### src/rtl/simmem_rank_scheduler.sv
// rtl/simmem_rank_scheduler.sv - single-rank timing scheduler with open-row model
//
// Picks one pending beat per idle cycle from the write and read slots, models
// the open row buffer and the rank busy counter, pulses done a fixed lead time
// before the rank frees, and drives the free-running request timestamp.
//
// Ports:
//   clk_i, rst_ni        clock, asynchronous active-low reset
//   w_req_valid_i/addr/ts  per-write-slot pending beat, address, arrival stamp
//   r_req_valid_i/addr/ts  per-read-slot pending beat, address, arrival stamp
//   w/r_grant_onehot_o   one-cycle combinational grant to the winning slot
//   w/r_done_onehot_o    one-cycle completion pulse to the granted slot
//   busy_o               rank counter running
//   row_open_o, open_row_o  open row buffer state
//   now_o                free-running timestamp
module simmem_rank_scheduler #(
  parameter int unsigned NumWSlots      = 6,
  parameter int unsigned NumRSlots      = 6,
  parameter int unsigned AddrWidth      = 32,
  parameter int unsigned RowBufLenWidth = 8,
  parameter int unsigned TimestampWidth = 8,
  parameter int unsigned DelayWidth     = 8,
  parameter int unsigned RowHitCost     = 10,
  parameter int unsigned ActivationCost = 20,
  parameter int unsigned PrechargeCost  = 30,
  parameter int unsigned DoneLead       = 3
) (
  input  logic                                  clk_i,
  input  logic                                  rst_ni,
  input  logic [NumWSlots-1:0]                  w_req_valid_i,
  input  logic [NumWSlots*AddrWidth-1:0]        w_req_addr_i,
  input  logic [NumWSlots*TimestampWidth-1:0]   w_req_ts_i,
  input  logic [NumRSlots-1:0]                  r_req_valid_i,
  input  logic [NumRSlots*AddrWidth-1:0]        r_req_addr_i,
  input  logic [NumRSlots*TimestampWidth-1:0]   r_req_ts_i,
  output logic [NumWSlots-1:0]                  w_grant_onehot_o,
  output logic [NumRSlots-1:0]                  r_grant_onehot_o,
  output logic [NumWSlots-1:0]                  w_done_onehot_o,
  output logic [NumRSlots-1:0]                  r_done_onehot_o,
  output logic                                  busy_o,
  output logic                                  row_open_o,
  output logic [AddrWidth-RowBufLenWidth-1:0]   open_row_o,
  output logic [TimestampWidth-1:0]             now_o
);

  localparam int unsigned RowW    = AddrWidth - RowBufLenWidth;
  localparam int unsigned MaxCost = RowHitCost + ActivationCost + PrechargeCost;

  localparam logic [DelayWidth-1:0] CostHit  = DelayWidth'(RowHitCost);
  localparam logic [DelayWidth-1:0] CostAct  = DelayWidth'(RowHitCost + ActivationCost);
  localparam logic [DelayWidth-1:0] CostPre  = DelayWidth'(MaxCost);
  localparam logic [DelayWidth-1:0] LeadCnt  = DelayWidth'(DoneLead);
  localparam logic [DelayWidth-1:0] OneCnt   = DelayWidth'(1);

  if (MaxCost > (2**DelayWidth) - 1) begin : g_cost_width_check
    $error("largest access cost does not fit in DelayWidth");
  end
  if (DoneLead < 1 || DoneLead >= RowHitCost) begin : g_lead_range_check
    $error("DoneLead must lie in 1..RowHitCost-1");
  end

  typedef enum logic {
    StIdle = 1'b0,
    StBusy = 1'b1
  } state_e;

  state_e                  state_q, state_d;
  logic [DelayWidth-1:0]   cnt_q, cnt_d;
  logic [TimestampWidth-1:0] now_q;
  logic                    row_open_q;
  logic [RowW-1:0]         open_row_q;
  logic [NumWSlots-1:0]    pend_w_q;
  logic [NumRSlots-1:0]    pend_r_q;
  logic                    load;

  // Arbitration result
  logic                    sel_found;
  logic [DelayWidth-1:0]   sel_cost;
  logic [TimestampWidth-1:0] sel_age;
  logic [RowW-1:0]         sel_row;
  logic [NumWSlots-1:0]    sel_w_oh;
  logic [NumRSlots-1:0]    sel_r_oh;
  logic [DelayWidth-1:0]   cand_cost;
  logic [TimestampWidth-1:0] cand_age;
  logic [RowW-1:0]         cand_row;
  logic                    unused_addr_lo;

  function automatic logic [DelayWidth-1:0] cost_of(
    input logic [RowW-1:0] row,
    input logic            is_open,
    input logic [RowW-1:0] cur_row
  );
    if (!is_open) return CostAct;
    if (row == cur_row) return CostHit;
    return CostPre;
  endfunction

  // Reads are scanned first and a later candidate only replaces the current
  // pick when strictly cheaper or strictly older, so ties fall to reads and
  // then to the lowest slot index without extra compare terms.
  always_comb begin
    sel_found = 1'b0;
    sel_cost  = '0;
    sel_age   = '0;
    sel_row   = '0;
    sel_w_oh  = '0;
    sel_r_oh  = '0;
    cand_cost = '0;
    cand_age  = '0;
    cand_row  = '0;
    for (int i = 0; i < NumRSlots; i++) begin
      if (r_req_valid_i[i]) begin
        cand_row  = r_req_addr_i[i*AddrWidth + RowBufLenWidth +: RowW];
        cand_cost = cost_of(cand_row, row_open_q, open_row_q);
        cand_age  = now_q - r_req_ts_i[i*TimestampWidth +: TimestampWidth];
        if (!sel_found || cand_cost < sel_cost ||
            (cand_cost == sel_cost && cand_age > sel_age)) begin
          sel_found   = 1'b1;
          sel_cost    = cand_cost;
          sel_age     = cand_age;
          sel_row     = cand_row;
          sel_w_oh    = '0;
          sel_r_oh    = '0;
          sel_r_oh[i] = 1'b1;
        end
      end
    end
    for (int i = 0; i < NumWSlots; i++) begin
      if (w_req_valid_i[i]) begin
        cand_row  = w_req_addr_i[i*AddrWidth + RowBufLenWidth +: RowW];
        cand_cost = cost_of(cand_row, row_open_q, open_row_q);
        cand_age  = now_q - w_req_ts_i[i*TimestampWidth +: TimestampWidth];
        if (!sel_found || cand_cost < sel_cost ||
            (cand_cost == sel_cost && cand_age > sel_age)) begin
          sel_found   = 1'b1;
          sel_cost    = cand_cost;
          sel_age     = cand_age;
          sel_row     = cand_row;
          sel_w_oh    = '0;
          sel_r_oh    = '0;
          sel_w_oh[i] = 1'b1;
        end
      end
    end
  end

  // Byte-offset bits never influence scheduling.
  always_comb begin
    unused_addr_lo = 1'b0;
    for (int i = 0; i < NumWSlots; i++) begin
      unused_addr_lo = unused_addr_lo ^ (^w_req_addr_i[i*AddrWidth +: RowBufLenWidth]);
    end
    for (int i = 0; i < NumRSlots; i++) begin
      unused_addr_lo = unused_addr_lo ^ (^r_req_addr_i[i*AddrWidth +: RowBufLenWidth]);
    end
  end

  always_comb begin
    state_d          = state_q;
    cnt_d            = cnt_q;
    load             = 1'b0;
    w_grant_onehot_o = '0;
    r_grant_onehot_o = '0;
    w_done_onehot_o  = '0;
    r_done_onehot_o  = '0;
    case (state_q)
      StIdle: begin
        if (sel_found) begin
          w_grant_onehot_o = sel_w_oh;
          r_grant_onehot_o = sel_r_oh;
          cnt_d            = sel_cost;
          load             = 1'b1;
          state_d          = StBusy;
        end
      end
      StBusy: begin
        cnt_d = cnt_q - OneCnt;
        if (cnt_q == LeadCnt) begin
          w_done_onehot_o = pend_w_q;
          r_done_onehot_o = pend_r_q;
        end
        if (cnt_q == OneCnt) begin
          state_d = StIdle;
        end
      end
      default: state_d = StIdle;
    endcase
  end

  always_ff @(posedge clk_i or negedge rst_ni) begin
    if (!rst_ni) begin
      state_q    <= StIdle;
      cnt_q      <= '0;
      now_q      <= '0;
      row_open_q <= 1'b0;
      open_row_q <= '0;
      pend_w_q   <= '0;
      pend_r_q   <= '0;
    end else begin
      state_q <= state_d;
      cnt_q   <= cnt_d;
      now_q   <= now_q + TimestampWidth'(1);
      if (load) begin
        row_open_q <= 1'b1;
        open_row_q <= sel_row;
        pend_w_q   <= sel_w_oh;
        pend_r_q   <= sel_r_oh;
      end
    end
  end

  assign busy_o     = (state_q == StBusy);
  assign row_open_o = row_open_q;
  assign open_row_o = open_row_q;
  assign now_o      = now_q;

endmodule

### config.mk
export PLATFORM = sky130hd
export DESIGN_NAME = simmem_rank_scheduler
export DESIGN_NICKNAME = d
export VERILOG_FILES = /design/src/rtl/simmem_rank_scheduler.sv
export SDC_FILE = /design/constraint.sdc
export NUM_CORES = 1
export LEC_CHECK = 0
export BUFFER_PORTS_ARGS = -buffer_cell sky130_fd_sc_hd__buf_4
export CORE_AREA = 2 2 212 214
export CTS_CLUSTER_DIAMETER = 60
export DETAILED_ROUTE_END_ITERATION = 8
export DIE_AREA = 0 0 214 216
export PLACE_DENSITY = 0.7
export SYNTH_ARGS = -nofsm -noshare
export SYNTH_HDL_FRONTEND = slang
export SYNTH_SLANG_ARGS = --single-unit
### constraint.sdc
create_clock -name clk_i -period 32 [get_ports clk_i]
set_input_delay 0 -clock clk_i [delete_from_list [all_inputs] [get_ports clk_i]]
set_output_delay 0 -clock clk_i [all_outputs]
set_load 0.005 [all_outputs]
---- Word level (Yosys, flattened, before mapping) ----
Index checks and enable logic that the tools add are counted.
word-level totals
  flip-flop bits (word level) ............. 54
  input port bits ......................... 494
  output and inout port bits .............. 58
  logic and storage cells ................. 350
operators by class
  $add $sub $neg .......................... 14
  $lt $le $gt $ge ......................... 22
  equality and inequality tests ........... 26
  mux-type cells .......................... 236
  bitwise gates (word level) .............. 1
  reduce and logical (&&, ||, !) cells .... 44
operator list
  cell                   number
  $mux W8                93
  $mux W24               23
  $eq A24 B24 Y1         12
  $mux W6                40
  $sub A8 B8 Y8          12
  $eq A8 B8 Y1           11
  $gt A8 B8 Y1           11
  $lt A8 B8 Y1           11
  $mux W1                78
  $logic_or A1 B1 Y1     22
  $pmux W8 S2            1
  $logic_and A1 B1 Y1    11
  $logic_not A1 Y1       11
  $add A8 B1 Y8 const B  1
  $eq A8 B1 Y1 const B   1
  $eq A8 B2 Y1 const B   1
  $sub A8 B1 Y8 const B  1
  $ne A2 B2 Y1 const B   1
  $pmux W1 S2            1
  $not A1 Y1             1

---- Longest topological paths before layout ----
Gate-level depths: netlist (run 1).
  word-level depth ........................ 64
  depth in mapped cells ................... 124
  gate-level depth less buffers ........... 109

---- Worst setup path before layout (run 1) ----
No wires, ideal clock.
  path kind ............................... register -> register
  start point ............................. reg now_q[1], in the netlist now_o[1]
  end point ............................... reg open_row_q[10], in the netlist open_row_o[10]
  setup time .............................. 0.141 ns
  arrival time ............................ 23.686 ns
  data required time ...................... 31.859 ns
  path slack .............................. 8.173 ns
  stages on the path, launching flop included .. 109
  path buffers ............................ 22
  period minus slack after synthesis ...... 23.827 ns
  cell sequence ........................... dfrtp_1 > ha_1 > nor2b_1 > o31a_1 > o2111a_1 > nor3_1 > ha_1 > a211o_1 > a21oi_1 > and3_1 > o21a_1 > clkbuf_1 > mux2_2 > ha_1 > and4b_1 > a2111oi_0 > o21ai_0 > a21oi_1 > [73 not listed] > a21oi_1 > o21a_1 > a21o_1 > clkbuf_1 > clkbuf_1 > nor3_1 > nor2_1 > o21ai_0 > ha_1 > a21oi_1 > o22ai_1 > o21ai_0 > a311oi_1 > o31ai_1 > and2_1 > clkbuf_1 > clkbuf_1 > a31oi_1
between the ends
  longest elaborated chain between the ends .. 59
  elaborated cells between the ends (all ways) .. 172
  classes of those cells .................. 12 x add/sub; 21 x order compare; 10 x eq/ne; 87 x mux; 42 x reduce/logical
ends and longest elaborated chain
  element                                                           line      source
  from (decl)                                                       69        logic [TimestampWidth-1:0] now_q;
  from (signal assigned)                                            202       now_q <= now_q + TimestampWidth'(1);
  $sub A8 B8 Y8                                                     115       cand_age = now_q - r_req_ts_i[i*TimestampWidth +: TimestampWidth];
  $mux W8                                                           112       if (r_req_valid_i[i]) begin
  $gt A8 B8 Y1                                                      117       (cand_cost == sel_cost && cand_age > sel_age)) begin
  $logic_and A1 B1 Y1                                               117
  $logic_or A1 B1 Y1                                                116       if (!sel_found || cand_cost < sel_cost ||
  $mux W8 / $mux W1 (equally long branches)                         116
  $mux W8 / $mux W1 (equally long branches)                         112
  $lt A8 B8 Y1 (tied with other cells)                              116
  [43 not listed]                                                   n/a
  $mux W8 / $mux W1 (equally long branches)                         129       if (w_req_valid_i[i]) begin
  $lt A8 B8 Y1 (tied with other cells)                              133       if (!sel_found || cand_cost < sel_cost ||
  $logic_or A1 B1 Y1 / $logic_and A1 B1 Y1 (equally long branches)  133, 134
  $logic_or A1 B1 Y1                                                133
  $mux W1                                                           133
  $mux W1                                                           129
  $mux W1                                                           168       if (sel_found) begin
  $mux W1                                                           166       case (state_q)
  to (signal assigned)                                              205       open_row_q <= sel_row;
  to (decl)                                                         71        logic [RowW-1:0] open_row_q;
Parallel ways exist; a longest one is shown, timed or not.
A chain may end at the register's enable or synchronous reset.

---- Final worst setup path (run 1) ----
  start point ............................. reg now_q[0], in the netlist now_o[0]
  end point ............................... out r_grant_onehot_o[0]
between the ends
  longest elaborated chain between the ends .. 59
  elaborated cells between the ends (all ways) .. 172
  classes of those cells .................. 12 x add/sub; 21 x order compare; 10 x eq/ne; 87 x mux; 42 x reduce/logical
ends and longest elaborated chain
  element                                                           line      source
  $sub A8 B8 Y8                                                     115
  $mux W8                                                           112
  $gt A8 B8 Y1                                                      117
  $logic_and A1 B1 Y1                                               117
  $logic_or A1 B1 Y1                                                116
  $mux W8 / $mux W1 (equally long branches)                         116
  $mux W8 / $mux W1 (equally long branches)                         112
  $lt A8 B8 Y1 (tied with other cells)                              116
  [43 not listed]                                                   n/a
  $mux W8 / $mux W1 (equally long branches)                         129
  $lt A8 B8 Y1 (tied with other cells)                              133
  $logic_or A1 B1 Y1 / $logic_and A1 B1 Y1 (equally long branches)  133, 134
  $logic_or A1 B1 Y1                                                133
  $mux W6 / $mux W1 (equally long branches)                         133
  $mux W6 / $mux W1 (equally long branches)                         129
  $mux W6 *                                                         168
  $mux W6 *                                                         166
  to (decl)                                                         37        output logic [NumRSlots-1:0] r_grant_onehot_o,
Mark *: on every way between the ends. The rest lies on a longest branch, timed or not.

==> results of run 1 <==
==> final cells by class <==
type                    count  area, um^2  area share
well taps                 592         741      0.0359
diodes                      4        10.0    0.000486
clock inverters             3        28.8     0.00140
inverters                 158         593      0.0288
flip-flops and latches     54        1350      0.0655
multi-input cells        1923       14000       0.677
repair buffers            507        3810       0.185
clock buffers               5         125     0.00607
==> metrics by stage <==
| stage | instance area [um^2] | hold slack, ns | setup slack [ns] | instances |
|---|---|---|---|---|
| final | 20600 | 0.0339 | 2.60 | 3246 |
| after global routing | 20600 | 0.0428 | 0.795 | 3246 |
| after CTS | 20600 | 0.0235 | 3.03 | 3242 |
| after detailed placement | 20400 | 0.153 | 3.45 | 3233 |
| after global placement | 20400 | 0.145 | 4.02 | 3233 |
| after floorplan | 16400 | -0.296 | 8.17 | 2277 |
==> sequential cells by signal (all words and copies together) (netlist names) <==
register	flops
pend_w_q	6
open_row_o	24
row_open_o	1
pend_r_q	6
busy_o	1
cnt_q	8
now_o	8
==> worst max-delay path: cells and delay by family, from the launching register on <==
kind	cells	cell delay (ns)
AOI/OAI and AO/OA	52	14.28
and+or+nand+nor	29	6.86
adders and majority gates	13	3.88
buffers and inverters	13	2.90
DFF	1	0.44
muxes	1	0.38
xor gates and xnor gates	1	0.30
==> cells in the final DEF, fill, tap and decap left out, types with 8 or more instances in the layout <==
master and instances:
o211ai_1 26, a21o_1 52, nor4_1 53, a211oi_1 9
o21bai_1 12, o31ai_1 10, a211o_1 20, or3_1 33
nor2b_1 26, or2_2 11, and4_1 8, o22ai_1 12
fa_1 12, nor2_1 155, xnor2_1 173, and3_1 42
o221ai_2 13, nand4_1 60, dfrtp_1 54, nand2b_1 18
inv_1 157, o21ai_1 8, o21a_1 32, xor2_1 198
nor3_1 74, o21ai_0 114, nand3_1 50, a21oi_1 153
nand2_1 154, mux2_2 9, ha_1 209, a31oi_1 54
mux2i_1 12, buf_4 506
==> cell families after synthesis <==
logic type | synth area share
and+or+nand+nor | 0.219
AOI/OAI and AO/OA | 0.240
xor gates and xnor gates | 0.198
buffers and inverters | 0.0743
adders and majority gates | 0.174
DFF | 0.0822
muxes | 0.0135
==> power by group through the flow <==
stage	registers (W)	logic [W]	clock network, W
final	0.000119	0.00192	0.0000636
after global placement	0.000119	0.00183	0
after detailed placement	0.000120	0.00186	0
after floorplan	0.000105	0.00125	0
after global routing	0.000121	0.00205	0.0000663
after CTS	0.000118	0.00187	0.0000651
==> timing repair <==
action                                  4_1_cts  5_1_grt
endpoints found under the hold margin        54        0
endpoints found under the setup margin        0        0
hold buffers                                  1        0
==> path summary, 6_finish.rpt <==
| path | to | from |
|---|---|---|
| max in group asynchronous | now_o[2] | rst_ni |
| setup / recovery | r_grant_onehot_o[0] | now_o[0] |
| hold reg to reg | pend_w_q[4] | pend_w_q[4] |
| min in group asynchronous | cnt_q[4] | rst_ni |
| setup reg to reg | open_row_o[20] | now_o[0] |
| hold / removal | open_row_o[15] | r_req_addr_i[151] |
==> routing by layer <==
metal | wire [um] | vias to the layer above | global-route usage | part of all wire
met5 | 12 | - | 0 | 0.00014
met4 | 4770 | 2 | 0.188 | 0.056
met3 | 6070 | 189 | 0.0588 | 0.071
met2 | 40500 | 954 | 0.604 | 0.48
met1 | 33900 | 9303 | 0.426 | 0.40
li1 | - | 8921 | - | -
==> impl_metrics.toml, run 1 <==
[setup_path]
critPathKind = "flip-flop to output port"
r2r_slack_ns = 2.81
path_common_cell = "ha_1"
crit_fanout = 41
cp.arrival_ns = 29.40
cp-start-kind = "flip-flop"
cpMaxStageDelayCell = "a2111oi_0"
cp.required_ns = 32.00
cpPeakStageDelay_ns = 0.96
end_kind = "output port"
rr_worst_depth = 109

[pwr]
p_sw_w = 0.00127
p_int_w = 0.000829
p_sw_frac = 0.605
total_power_w = 0.00210
power.leakage_nw = 9.70
power.density_mw_per_mm2 = 102
clkPwrFrac = 0.030
comb_power_share = 0.913
seqPwrFrac = 0.057
irDropWorstVdd_mv = 0.140

[grt]
grt_pass1_wl_um = 123000
overflow = 0
grt_util_all_layers = 0.354
antenna_found_initial = 5
grt_max_degree = 62
grt_pass1_vias = 18859

[timing]
maxSlewHeadroom = 0.213
worst_slew_pin_slew_ns = 1.18
skew_ns = 0.0208
min_period_over_period = 0.919
finalCriticalPeriod_ns = 29.40
rsz0062_at_grt = "false"
hold_viol_final = 0
max_freq_mhz = 34.0
setup_viol = 0
drv_slew = 0
setup_tns_ns = 0

[synth]
yosys.area.top_type = "ha_1"
ys_top_cells_by_area = "ha_1 16%, xor2_1 11%, xnor2_1 9.2%, dfrtp_1 8.2%, a21oi_1 4.7%"
async_reset_ff_frac = 1.00
syn-cell-area_mm2 = 0.0164
avgSynthCellArea_um2 = 7.22
ys_top_cells_by_count = "209 x ha_1, 198 x xor2_1, 173 x xnor2_1, 157 x inv_1, 157 x nor2_1"
synth.most_common_cell = "ha_1"
synth.distinct_cells = 80
synth_nets = 2992
synth_enable_flop_cells = 0
synthCells = 2277
synth_flop_cell = "dfrtp_1"
synth_top_area_share = 0.159
ys_seq_area_frac = 0.0822
ys_ff_latch = 54
yosysWarnings = 0

[clocking]
cts_max_level = 2
clock_sink_count = 54
cts_made_buffers = 5
cts-root-buf = "clkbuf_16"
postCtsSetupRepairBufs = 0
clk_pin_slew_worst_paths_ns = 0.09
worstSkewPairLatency_ns = 0.33
cts_tree = "yes"
cts.path.max_buffers = 2
cts-resized-gates = 0

[floorplanning]
io_pins = 552
rows = 77
fp.dieH_um = 216
core_mm2 = 0.0438
start_util = 0.375
dieArea_mm2 = 0.0462
die_x_um = 214

[route]
drc_errors = 0
routed_wl_um = 85200
drt_iter0_drc = 1660
wl_per_cell_um = 26.2
firstDrtPassIters = 7
vias_per_cell = 5.97
ant_nets = 0
via_count = 19369

[cells_and_area]
drive_gt1_frac = 0.214
area.growth.synth_to_final_pct = 25.4
fill_cells = 4447
fin_util = 0.470
fin_nets = 3364

[min_path]
min_path_type = "input port to flip-flop"
min_path_cells = 3

[placed_design]
globalplace.congestion = 1.07
io_buffers = 455
dp_hpwl_um = 71000

[outcome]
status = "complete, no violations"

[run]
max_cap_viol_count = 0
No activity file was read; power rests on OpenSTA's default activity.
==> run 2, diff against run 1 <==
--- a/config.mk
+++ b/config.mk
@@ -5,11 +5,12 @@
 export SDC_FILE = /design/constraint.sdc
 export NUM_CORES = 1
 export LEC_CHECK = 0
+export ABC_AREA = 1
 export BUFFER_PORTS_ARGS = -buffer_cell sky130_fd_sc_hd__buf_4
-export CORE_AREA = 2 2 212 214
+export CORE_AREA = 2 2 217 219
 export CTS_CLUSTER_DIAMETER = 60
 export DETAILED_ROUTE_END_ITERATION = 8
-export DIE_AREA = 0 0 214 216
+export DIE_AREA = 0 0 219 221
 export PLACE_DENSITY = 0.7
 export SYNTH_ARGS = -nofsm -noshare
 export SYNTH_HDL_FRONTEND = slang
==> run 2 against run 1 <==
Compared with the run above:
- maximum frequency is 11% higher
- critical endpoint is now r_grant_onehot_o[1]
- count of clock-buffer cells in the layout is 1 higher
- cell count is 19% higher
- critical path depth is 27 higher
- synthesized cell count is 26% higher
- clock skew is 0.0054 ns lower
- utilization is 0.97 points lower
- global-route usage is 4.8 points lower
==> impl_metrics.toml, run 2 <==
[outcome]
status = "complete, no violations"

[route]
ant_nets = 0
via_count = 20369
firstDrtPassIters = 5
vias_per_cell = 5.26
routed_wl_um = 75900
drc_errors = 0
drt_iter0_drc = 1793
wl_per_cell_um = 19.6

[setup_path]
end_kind = "output port"
crit_family = "simple AND/OR/NAND/NOR gates"
worst-path-buf-inv = 31
critPathKind = "flip-flop to output port"
cpMaxStageDelayCell = "inv_2"
cpPeakStageDelay_ns = 0.71
path_common_cell = "nand2_1"
crit_fanout = 51
cp.required_ns = 32.00
cp.arrival_ns = 26.58
cp-start-kind = "flip-flop"

[grt]
gr-max-usage-layer = "met2"
overflow = 0
use_met1 = 0.361
grt_util_all_layers = 0.306
grt_pass1_vias = 19237
grt_util_met3 = 0.0427
grt_max_degree = 60
grt_pass1_wl_um = 113000
antenna_found_initial = 16
grtUsageMet2 = 0.531

[cells_and_area]
largest_reg_flops = 24
fill_cells = 5014
drive_gt1_frac = 0.178
layout_commonest_cell = "nand2_1"
final_cell_mix = "671 x nand2_1, 489 x buf_4, 416 x inv_1, 262 x a21oi_1, 216 x nor2_1"
area.growth.synth_to_final_pct = 23.9
fin_nets = 3970

[timing]
max_freq_mhz = 37.6
min_period_over_period = 0.831
maxSlewHeadroom = 0.213
hold_viol_final = 0
whs_ns = 0.0156
rsz0062_at_grt = "false"
worst_slew_pin_slew_ns = 1.18
setup_viol = 0
finalCriticalPeriod_ns = 26.58
skew_ns = 0.0154
setup_tns_ns = 0
drv_slew = 0

[pwr]
power.leakage_nw = 11.4
power.density_mw_per_mm2 = 71.1
irDropWorstVdd_mv = 0.103

[synth]
synth.most_common_cell = "nand2_1"
async_reset_ff_frac = 1.00
synth.distinct_cells = 56
yosysWarnings = 0
synth_nets = 3593
yosys.area.top_type = "ha_1"
syn-cell-area_mm2 = 0.0171
ys_seq_area_frac = 0.0789
ys_ff_latch = 54
synth_top_area_share = 0.153
ys_top_cells_by_area = "ha_1 15%, nand2_1 15%, inv_1 9.1%, dfrtp_1 7.9%, xnor2_1 7.8%"
synth_flop_cell = "dfrtp_1"
avgSynthCellArea_um2 = 5.95
synthCells = 2878
synth_enable_flop_cells = 0
ys_top_cells_by_count = "671 x nand2_1, 416 x inv_1, 263 x a21oi_1, 217 x nor2_1, 209 x ha_1"

[clocking]
worstSkewPairLatency_ns = 0.34
cts.path.max_buffers = 2
postCtsSetupRepairBufs = 0
cts-resized-gates = 0
cts_tree = "yes"
clock_sink_count = 54
cts-root-buf = "clkbuf_16"
cts_made_buffers = 5
clk_pin_slew_worst_paths_ns = 0.08
hold_buffers = 6
cts_max_level = 2

[min_path]
min_path_type = "input port to flip-flop"

[placed_design]
dp_hpwl_um = 63500
globalplace.congestion = 1.05
io_buffers = 455

[floorplanning]
fp.dieH_um = 221
io_pins = 552
dieArea_mm2 = 0.0484
core_mm2 = 0.0461
start_util = 0.372
rows = 79
die_x_um = 219

[run]
max_cap_viol_count = 0
## run 2: cell count changes in the layout (fill, tap and decap cells not counted), moves of 32 or more
| cell | delta |
|---|---|
| a21o_1 | -48 |
| and3_1 | -41 |
| xor2_1 | -94 |
| a31oi_1 | -49 |
| nand3_1 | +134 |
| nor3_1 | -58 |
| nor4_1 | -33 |
| nand2_1 | +517 |
| inv_1 | +259 |
| a21oi_1 | +109 |
| or2_2 | +32 |
| nor2_1 | +61 |
## run 2: final cells by class
| type | instances | area [um^2] | share of cell area |
|---|---|---|---|
| timing repair buffer | 495 | 3730 | 0.176 |
| clock buffer | 6 | 139 | 0.00655 |
| inverter | 431 | 1620 | 0.0763 |
| sequential | 54 | 1350 | 0.0637 |
| clock inverter | 2 | 17.5 | 0.000826 |
| tap | 607 | 759 | 0.0358 |
| multi-input combinational | 2268 | 13600 | 0.640 |
| antenna | 10 | 25.0 | 0.00118 |
## run 2: worst register-to-register path, delay by kind of cell, from the launching register on
| kind | cells | cell delay (ns) |
|---|---|---|
| adder cells (fa/ha/maj) | 13 | 3.98 |
| AO/OA/AOI/OAI | 33 | 5.45 |
| buffers and inverters | 29 | 7.77 |
| AND/OR/NAND/NOR | 60 | 8.48 |
| flip-flops | 1 | 0.43 |
## run 2: metrics by stage
step / total power, W / worst slack (ns) / instances / area [um^2] / util
2_1_floorplan: 0.00106 / 13.54 / 2878 / 17100 / -
3_3_place_gp: 0.00141 / 6.12 / 3849 / 21000 / 0.455
3_5_place_dp: 0.00143 / 6.09 / 3849 / 21000 / 0.455
4_1_cts: 0.00150 / 5.62 / 3863 / 21200 / 0.460
5_1_grt: 0.00169 / 3.16 / 3872 / 21200 / 0.461
6_report: 0.00151 / 5.42 / 3873 / 21200 / 0.461
## run 2: logic make-up after synthesis
family | after synthesis | share of synthesized area
xor gates and xnor gates | 257 | 0.131
AOI/OAI and AO/OA | 542 | 0.178
and+or+nand+nor | 1248 | 0.315
buffers and inverters | 556 | 0.130
DFF | 54 | 0.0789
adders and majority gates | 221 | 0.167
## run 2: path summary, 6_finish.rpt
check | from | end | slack, ns | depth (start not counted)
setup / recovery | now_o[0] | r_grant_onehot_o[1] | 5.42 | 136
hold / removal | w_req_addr_i[177] | open_row_o[9] | 0.02 | 5
setup reg to reg | now_o[0] | pend_r_q[3] | 5.79 | 135
hold reg to reg | cnt_q[7] | cnt_q[7] | 0.50 | 1
max in group asynchronous | rst_ni | open_row_o[10] | 31.09 | 2
min in group asynchronous | rst_ni | pend_r_q[3] | 0.31 | 2
## run 2: power breakdown
part           switching, W  leakage, nW  internal, W
clock network     0.0000330       0.0771    0.0000317
registers         0.0000162        0.633    0.0000792
logic              0.000879         10.7     0.000470
## run 2: routing by layer
layer  part of all wire  vias up
li1                   -    10140
met1               0.39     9081
met2               0.48      920
met3              0.073      216
met4              0.056       12
met5             0.0011        -
